`src/rtl/fibo_pkg.sv`:
```
// Shared types and constants for the Fibonacci BCD display stage.
// Holds the FSM encoding, datapath widths, segment glyphs and the add-3 adjust helper.
package fibo_pkg;

    typedef enum logic [1:0] {
        IDLE  = 2'd0,
        SHIFT = 2'd1,
        DONE  = 2'd2
    } fsm_t;

    localparam int BIN_W  = 16;
    localparam int DIGITS = 5;
    localparam int BCD_W  = 20;

    // Active-low {g,f,e,d,c,b,a}
    localparam logic [6:0] SEG_BLANK = 7'h7F;
    localparam logic [6:0] SEG_DIGIT [0:9] = '{
        7'b1000000, 7'b1111001, 7'b0100100, 7'b0110000, 7'b0011001,
        7'b0010010, 7'b0000010, 7'b1111000, 7'b0000000, 7'b0010000
    };

    function automatic logic [BCD_W-1:0] bcd_adjust(input logic [BCD_W-1:0] b);
        logic [BCD_W-1:0] r;
        r = b;
        for (int i = 0; i < DIGITS; i++) begin
            if (b[4*i +: 4] >= 4'd5)
                r[4*i +: 4] = b[4*i +: 4] + 4'd3;
        end
        return r;
    endfunction

endpackage

```
`src/rtl/fibo_bcd_display_seven_seg.sv`:
```
// Combinational BCD digit to active-low seven-segment glyph; blank or
// out-of-range nibbles turn every segment off.
module seven_seg_decoder
    import fibo_pkg::*;
(
    input  logic [3:0] i_digit,
    input  logic       i_blank,
    output logic [6:0] o_seg
);

    always_comb begin
        o_seg = SEG_BLANK;
        if (!i_blank) begin
            case (i_digit)
                4'd0:    o_seg = SEG_DIGIT[0];
                4'd1:    o_seg = SEG_DIGIT[1];
                4'd2:    o_seg = SEG_DIGIT[2];
                4'd3:    o_seg = SEG_DIGIT[3];
                4'd4:    o_seg = SEG_DIGIT[4];
                4'd5:    o_seg = SEG_DIGIT[5];
                4'd6:    o_seg = SEG_DIGIT[6];
                4'd7:    o_seg = SEG_DIGIT[7];
                4'd8:    o_seg = SEG_DIGIT[8];
                4'd9:    o_seg = SEG_DIGIT[9];
                default: o_seg = SEG_BLANK;
            endcase
        end
    end

endmodule

```
`src/rtl/fibo_bcd_display.sv`:
```
// Converts a 16-bit binary value to 5 BCD digits by double-dabble (16 shift cycles)
// and drives five active-low seven-segment displays; start is dropped while busy.
module fibo_bcd_display
    import fibo_pkg::*;
#(
    parameter bit BLANK_LEADING = 1'b1
) (
    input  logic              clk,
    input  logic              reset,
    input  logic              start,
    input  logic [BIN_W-1:0]  value,
    output logic              busy,
    output logic              valid,
    output logic [BCD_W-1:0]  bcd_out,
    output logic [6:0]        hex0,
    output logic [6:0]        hex1,
    output logic [6:0]        hex2,
    output logic [6:0]        hex3,
    output logic [6:0]        hex4
);

    fsm_t               r_state;
    fsm_t               w_next_state;
    logic [BIN_W-1:0]   r_bin_sh;
    logic [BCD_W-1:0]   r_bcd_sh;
    logic [4:0]         r_cnt;
    logic [BCD_W-1:0]   r_bcd_out;
    logic [BCD_W-1:0]   w_bcd_adj;
    logic [DIGITS-1:0]  w_blank;
    logic [6:0]         w_seg [DIGITS];

    assign w_bcd_adj = bcd_adjust(r_bcd_sh);

    always_ff @(posedge clk) begin
        if (reset)
            r_state <= IDLE;
        else
            r_state <= w_next_state;
    end

    always_comb begin
        w_next_state = r_state;
        case (r_state)
            IDLE:    if (start) w_next_state = SHIFT;
            SHIFT:   if (r_cnt == 5'd1) w_next_state = DONE;
            DONE:    w_next_state = IDLE;
            default: w_next_state = IDLE;
        endcase
    end

    // DONE lasts exactly one cycle, so it doubles as the valid pulse.
    always_comb begin
        busy  = (r_state != IDLE);
        valid = (r_state == DONE);
    end

    always_ff @(posedge clk) begin
        if (reset) begin
            r_bin_sh  <= '0;
            r_bcd_sh  <= '0;
            r_cnt     <= '0;
            r_bcd_out <= '0;
        end else begin
            case (r_state)
                IDLE: begin
                    if (start) begin
                        r_bin_sh <= value;
                        r_bcd_sh <= '0;
                        r_cnt    <= 5'd16;
                    end
                end
                SHIFT: begin
                    r_bcd_sh <= {w_bcd_adj[BCD_W-2:0], r_bin_sh[BIN_W-1]};
                    r_bin_sh <= {r_bin_sh[BIN_W-2:0], 1'b0};
                    r_cnt    <= r_cnt - 5'd1;
                    if (r_cnt == 5'd1)
                        r_bcd_out <= {w_bcd_adj[BCD_W-2:0], r_bin_sh[BIN_W-1]};
                end
                default: ;
            endcase
        end
    end

    assign bcd_out = r_bcd_out;

    // A digit blanks only if it and every more-significant digit are zero.
    always_comb begin
        w_blank = '0;
        w_blank[DIGITS-1] = BLANK_LEADING && (r_bcd_out[4*(DIGITS-1) +: 4] == 4'd0);
        for (int k = DIGITS-2; k >= 1; k--)
            w_blank[k] = w_blank[k+1] && (r_bcd_out[4*k +: 4] == 4'd0);
    end

    for (genvar g = 0; g < DIGITS; g++) begin : g_dec
        seven_seg_decoder u_dec (
            .i_digit (r_bcd_out[4*g +: 4]),
            .i_blank (w_blank[g]),
            .o_seg   (w_seg[g])
        );
    end

    assign hex0 = w_seg[0];
    assign hex1 = w_seg[1];
    assign hex2 = w_seg[2];
    assign hex3 = w_seg[3];
    assign hex4 = w_seg[4];

endmodule

```
`config.mk`:
```
export PLATFORM = sky130hd
export DESIGN_NAME = fibo_bcd_display
export DESIGN_NICKNAME = d
export VERILOG_FILES = /design/src/rtl/fibo_pkg.sv /design/src/rtl/fibo_bcd_display_seven_seg.sv /design/src/rtl/fibo_bcd_display.sv
export SDC_FILE = /design/constraint.sdc
export NUM_CORES = 1
export LEC_CHECK = 0
export BUFFER_PORTS_ARGS = -buffer_cell sky130_fd_sc_hd__clkbuf_2
export CORE_MARGIN = 3
export CORE_UTILIZATION = 26
export CTS_BUF_LIST = sky130_fd_sc_hd__clkbuf_4 sky130_fd_sc_hd__clkbuf_8
export DETAILED_ROUTE_END_ITERATION = 10
export PLACE_DENSITY = 0.52
export SLEW_MARGIN = 20
export SYNTH_ARGS = -nofsm -noshare
export SYNTH_HDL_FRONTEND = slang
export SYNTH_SLANG_ARGS = --single-unit
```
`constraint.sdc`:
```
create_clock -name clk -period 3.1 [get_ports clk]
set_clock_uncertainty 0.1 [all_clocks]
set_input_delay 0.775 -clock clk [delete_from_list [all_inputs] [get_ports clk]]
set_output_delay 0.775 -clock clk [all_outputs]
set_load 0.02 [all_outputs]
```
-- Word-level counts from Yosys, hierarchy flattened
Memory sizes are Yosys's and may differ from the RTL's. A register that Yosys moved wholly into a read port is not among the register bits.
Index checks and enable logic that the tools add are counted.
- memories kept: 5
- register bits after elaboration: 63
- bits in read-only memories: 560
- $lt $le $gt $ge: 5
- equality and inequality tests: 5
- add/subtract/negate cells: 6
- reductions and logical operators: 13
- mux-type cells: 28
- memory list (memory ; words ; bits a word ; rd ports ; clocked after Yosys merged registers in ; write ports ; line ; text):
    (name not given) ; 16 ; 7 ; 1 ; 1 ; 0 ; fibo_bcd_display_seven_seg.sv:14 ; case (i_digit)
    (name not given) ; 16 ; 7 ; 1 ; 1 ; 0 ; fibo_bcd_display_seven_seg.sv:14 ;
    (name not given) ; 16 ; 7 ; 1 ; 1 ; 0 ; fibo_bcd_display_seven_seg.sv:14 ;
    (name not given) ; 16 ; 7 ; 1 ; 1 ; 0 ; fibo_bcd_display_seven_seg.sv:14 ;
    (name not given) ; 16 ; 7 ; 1 ; 1 ; 0 ; fibo_bcd_display_seven_seg.sv:14 ;
- operator list (kind ; number):
    4-bit two-way mux ; 14
    20-bit one-hot mux with 2 select lines ; 1
    16-bit one-hot mux with 2 select lines ; 1
    7-bit two-way mux ; 4
    4-bit by 3-bit >= comparator with 1-bit output (second input constant) ; 5
    20-bit two-way mux ; 1
    4-bit by 2-bit adder with 4-bit output (second input constant) ; 4
    4-bit logical NOT ; 4
    16-bit two-way mux ; 1
    5-bit one-hot mux with 2 select lines ; 1
    2-bit AND reduction ; 3
    5-bit by 1-bit == test with 1-bit output (second input constant) ; 1
    5-bit two-way mux ; 1
    5-bit by 1-bit subtractor with 5-bit output (second input constant) ; 1
    2-bit two-way mux ; 2
    2-bit inequality test (second input constant) ; 2
    2-bit one-hot mux with 2 select lines ; 1
    2-bit nonzero test ; 2
    3-bit by 2-bit adder with 3-bit output (second input constant) ; 1
    1-bit logical AND ; 3
    3-bit two-way mux ; 1
    2-bit by 1-bit == test with 1-bit output (second input constant) ; 1
    2-bit == test (second input constant) ; 1
    2-bit logical NOT ; 1

-- Logic depth before layout (Yosys ltp)
- depth after elaboration: 5
- gate-level depth with buffers: 13
- gate-level depth less buffers: 11

-- Cells and area by module
A second synthesis with hierarchy kept.
- cell total of the unflattened synthesis: 520
- area, all modules: 4356.7 um^2
- by module, submodules not included (module ; sequential area each (um^2) ; cells an instance ; area each (um^2) ; times used):
    fibo_bcd_display ; 1261.2 ; 353 ; 3163.0 ; 1
    seven_seg_decoder at g_dec[0].u_dec ... ; 0.0 ; 33 ; 235.2 ; 4
    seven_seg_decoder at g_dec[2].u_dec ; 0.0 ; 35 ; 252.7 ; 1

-- Worst setup path before layout
OpenSTA, ideal clock, no wires.
- path kind: register to output
- start point: reg r_bcd_out[19] (netlist: bcd_out[19])
- end point: out hex1[0]
- required time: 2225 ps
- cell stages (with the launch flop): 5
- arrival: 2022 ps
- slack: 203 ps
- buffers on the path: 0
- path through: dfxtp_1 nor4_4 nand4_1 or4b_2 nand2b_1
- cells in the longest elaborated chain, start to end: 5
- RTL lines (item ; line ; text):
    start, declared ; fibo_bcd_display.sv:27 ; logic [BCD_W-1:0] r_bcd_out;
    start signal, assigned ; fibo_bcd_display.sv:77 ; r_bcd_out <= {w_bcd_adj[BCD_W-2:0], r_bin_sh[BIN_W-1]};
    4-bit logical NOT ; fibo_bcd_display.sv:89 ; w_blank[DIGITS-1] = BLANK_LEADING && (r_bcd_out[4*(DIGITS-1) +: 4] == 4'd0);
    1-bit logical AND (3 in series) ; fibo_bcd_display.sv:91 ; w_blank[k] = w_blank[k+1] && (r_bcd_out[4*k +: 4] == 4'd0);
    7-bit two-way mux ; fibo_bcd_display_seven_seg.sv:13 ; if (!i_blank) begin
    end, declared ; fibo_bcd_display.sv:16 ; output logic [6:0] hex1,
No other way between the ends.

-- Final worst setup path
- start point: reg r_bcd_out[18] (netlist: bcd_out[18])
- end point: out hex1[3]
Same word-level chain as after synthesis.

==> out/summary.txt <==
====================================================================================
Final global-route overflow total                                                  0
Maximum cell stage delay along the critical path                             0.59 ns
Root Driver                                                             sky130_fd_sc_hd__clkbuf_8
Antenna diode count                                                                0
Fraction of post-synthesis cell area in the top cell type by area             35.58%
CTS H-tree lvls                                                                    3
Data required time at the worst endpoint                                     2.22 ns
Depth of the worst hold-timing path                                                2
Storage element area                                                    0.001964 sq mm
Mean cell area of the mapped netlist                                     8.711 sq um
Synth top cells by count                                                sky130_fd_sc_hd__dfxtp_1, sky130_fd_sc_hd__a21oi_1, sky130_fd_sc_hd__nand2_1
Max-cap check violation count                                                      0
Clk slew on worst S/H paths                                                  0.09 ns
Final critical-path share of the clock period                                 99.99%
Number of sinks on the clock net                                                  98
Utilization after layout                                                      31.30%
Clock tree from TritonCTS                                                        yes
Share of flip-flops with an asynchronous set or reset after synthesis             0%
Final Net Count                                                                  761
Post-detailed-placement cell area                                       0.006230 sq mm
Die height                                                                  151.6 um
Placeable core region                                                   0.02056 sq mm
Main combinational cell family by area after synthesis                  compound AO/OA/AOI/OAI gates
Per-cell via count in the routed design                                        4.844
Wire length of the first global-routing pass                                23.00 mm
Pleak                                                                       2.646 nW
Fraction of synthesized cell area in xor and xnor cells                           0%
Die footprint                                                           0.02299 sq mm
Area share of and/or/nand/nor cells after synthesis                           22.65%
Total power                                                                 2.619 mW
Count of warnings emitted by yosys                                                 0
Worst path depth                                                                   5
Number of nets in the synthesized netlist                                        689
Clock Tree Buf Depth                                                               2
Largest net degree at the start of global routing                                 29
Detailed Routing Iterations Pass 1                                                 4
EDFF count, synth                                                                  0
Starting DRT DRC Count                                                           294
Dpl hpwl                                                                    10.51 mm
Library cell occupying the most area in the post-synthesis netlist      sky130_fd_sc_hd__dfxtp_1
Cell with the largest stage delay on the worst path                     sky130_fd_sc_hd__or4b_4
# Post-CTS Setup Buffers                                                           0
Placed Instances                                                                 964
Multi-input gate area                                                   0.003226 sq mm
Adder-cell area share of the yosys netlist                                    8.396%
Antenna Violating Nets Remaining                                                   0
Area grow syn2layout                                                          16.70%
Final std cell area, no fill                                            0.006435 sq mm
Synth area leaders                                                      sky130_fd_sc_hd__dfxtp_1, sky130_fd_sc_hd__ha_1, sky130_fd_sc_hd__a21oi_1
Cells traversed along the worst timing path                             nor4_4, nand4_1, or4b_4, nand2b_1, clkbuf_4
Width of the chip                                                           151.6 um
DRC Markers                                                                        0
Max-Slew Margin vs Limit                                                      51.05%
Crit path time final                                                        3.100 ns
Sequential cell area fraction in the yosys report                             35.58%
Fraction of final layout cells with drive strength greater than 1             23.38%
#FFs+latches synth                                                                98
R2R setup slack                                                              0.39 ns
I/O pin cnt                                                                       76
Status                                                                     completed
Port buffer count                                                                 75
Setup repair after global routing missed its margin                             true
Number of max-slew violations in the final report                                  0
Hold wc startpoint                                                       r_bin_sh[0]
Total CTS buffers                                                                  9
Critical path fanouts, max                                                         7
Number of global-route vias before repair                                       4437
Type of the most critical hold path                                     flop to flop
Worst ir drop on vdd                                                        189.0 uV
Most frequently used cell type in the post-synthesis netlist            sky130_fd_sc_hd__dfxtp_1
Fmax                                                                       322.6 MHz
Distinct cells, synth                                                             57
Count of cells along the worst register-to-register path                           9
Critical path buffer and inverter count                                            1
Via Count                                                                       4747
Pwr per Cell Area                                                       407.0 mW/mm^2
Fraction of the mapped netlist area in compound gates                         26.16%
Number of failing hold endpoints at the final stage                                0
Routability-driven placement congestion ratio                                 0.7773
Initial antenna violation count                                                    0
Crit Reg-Reg Startpoint                                                  r_bcd_sh[8]
Effective utilization at floorplan                                            26.82%
Cells after synthesis                                                            633
Family with the most delay on the worst path                            simple AND/OR/NAND/NOR gates
WS Path Type                                                            flop to output port
Most common flop cell mapped by yosys                                   sky130_fd_sc_hd__dfxtp_1
Pin slew with the least headroom to its limit                              0.7315 ns
Share of cell area taken by muxes after synthesis                             1.112%
Layout Cells excl Fill                                                           980
Kind of start point of the critical path                                        flop
Total detailed-routing wirelength                                           14.49 mm
Number of fill cells                                                            2248
Row Count                                                                         52
Endpoint arrival time on the critical path                                   2.22 ns
Clock Latency Late Sink                                                      0.38 ns
Final setup violation count                                                        0
Summed negative setup slack over all endpoints                                  0 ns
GRT Resource Usage Total                                                      12.68%
Drt wl/cell                                                                 14.79 um
Endpoint with the worst hold slack                                       r_bin_sh[1]
Synthesized cell area                                                   0.005514 sq mm
Type of element capturing the critical path                              output port
====================================================================================
repair_timing:
item                                    4_1_cts  5_1_grt
endpoints found under the hold margin         0        0
gates resized for setup                      10        1
pin swaps                                     2        0
cloned                                        0        0
hold buffers                                  0        0
endpoints found under the setup margin        7        7
cell families after synthesis:
group | count (synthesis)
AO/OA/AOI/OAI | 193
adder cells (fa/ha/maj) | 37
multiplexers | 6
buffers and inverters | 79
AND/OR/NAND/NOR | 220
flip-flops | 98
routing by layer:
layer	GRT usage [%]	vias to the layer above	wire, um
met5	0	-	0
met4	4.492	0	202
met3	2.439	11	809
met2	20.34	88	6506
met1	17.03	2223	6973
li1	-	2425	-
area by class of cell:
type / count / area share (%)
Inverter: 41 / 2.469
Clock inverter: 7 / 0.7972
Tap cell: 270 / 5.250
Timing Repair Buffer: 99 / 8.905
Clock buffer: 9 / 1.925
Multi-Input combinational cell: 456 / 50.13
Sequential cell: 98 / 30.53
power by group:
group	internal, mW	leakage [nW]	switching, mW
registers	1.31	0.797	0.0319
logic	0.184	1.76	0.296
clock network	0.298	0.0864	0.498
total	1.79	2.65	0.826
worst max path at each step:
stage                           start  endpoint  slack (ns)
after global routing      bcd_out[18]   hex1[2]       -0.06
after floorplan           bcd_out[19]   hex1[0]        0.20
after global placement    bcd_out[12]   hex1[2]        0.22
after detailed placement  bcd_out[12]   hex1[2]        0.16
after CTS                 bcd_out[18]   hex1[2]      -0.009
final                     bcd_out[18]   hex1[3]      0.0002
tightest hold or removal path, stage by stage, from the launching register on:
cell and delay (ns):
sky130_fd_sc_hd__dfxtp_1 0.32, sky130_fd_sc_hd__nand2_1 0.05, sky130_fd_sc_hd__nand2_1 0.04
per-stage QoR:
stage | setup WS [ns] | hold slack, ns
floorplan | 0.2030 | 0.3160
global placement | 0.2242 | 0.3352
detailed placement | 0.1625 | 0.3409
CTS | -0.008565 | 0.3494
global route | -0.05716 | 0.3744
finish | 0.0001579 | 0.3500
layout by cell type (no fill, tap or decap), types with 4 or more instances in the layout:
cell and instances:
sky130_fd_sc_hd__nor3b_1 6, sky130_fd_sc_hd__a211oi_1 12, sky130_fd_sc_hd__or3_1 8, sky130_fd_sc_hd__o31ai_1 5, sky130_fd_sc_hd__nor3_1 33, sky130_fd_sc_hd__a21oi_1 50
sky130_fd_sc_hd__a31oi_1 4, sky130_fd_sc_hd__dfxtp_1 96, sky130_fd_sc_hd__a211o_1 8, sky130_fd_sc_hd__mux2i_1 5, sky130_fd_sc_hd__nand2b_1 33, sky130_fd_sc_hd__a2bb2oi_1 4
sky130_fd_sc_hd__a311oi_1 4, sky130_fd_sc_hd__nor2_1 38, sky130_fd_sc_hd__o21a_1 5, sky130_fd_sc_hd__ha_1 37, sky130_fd_sc_hd__clkbuf_8 9, sky130_fd_sc_hd__nand3_1 5
sky130_fd_sc_hd__a22oi_1 8, sky130_fd_sc_hd__nor2b_1 21, sky130_fd_sc_hd__o221a_2 10, sky130_fd_sc_hd__inv_1 37, sky130_fd_sc_hd__nand2_1 46, sky130_fd_sc_hd__buf_4 24
sky130_fd_sc_hd__or2_2 11, sky130_fd_sc_hd__a21o_1 6, sky130_fd_sc_hd__clkbuf_2 68, sky130_fd_sc_hd__a32o_1 16, sky130_fd_sc_hd__o21ai_0 40, sky130_fd_sc_hd__nor3_2 5
sky130_fd_sc_hd__clkbuf_4 7
(Power assumes the default switching activity.)
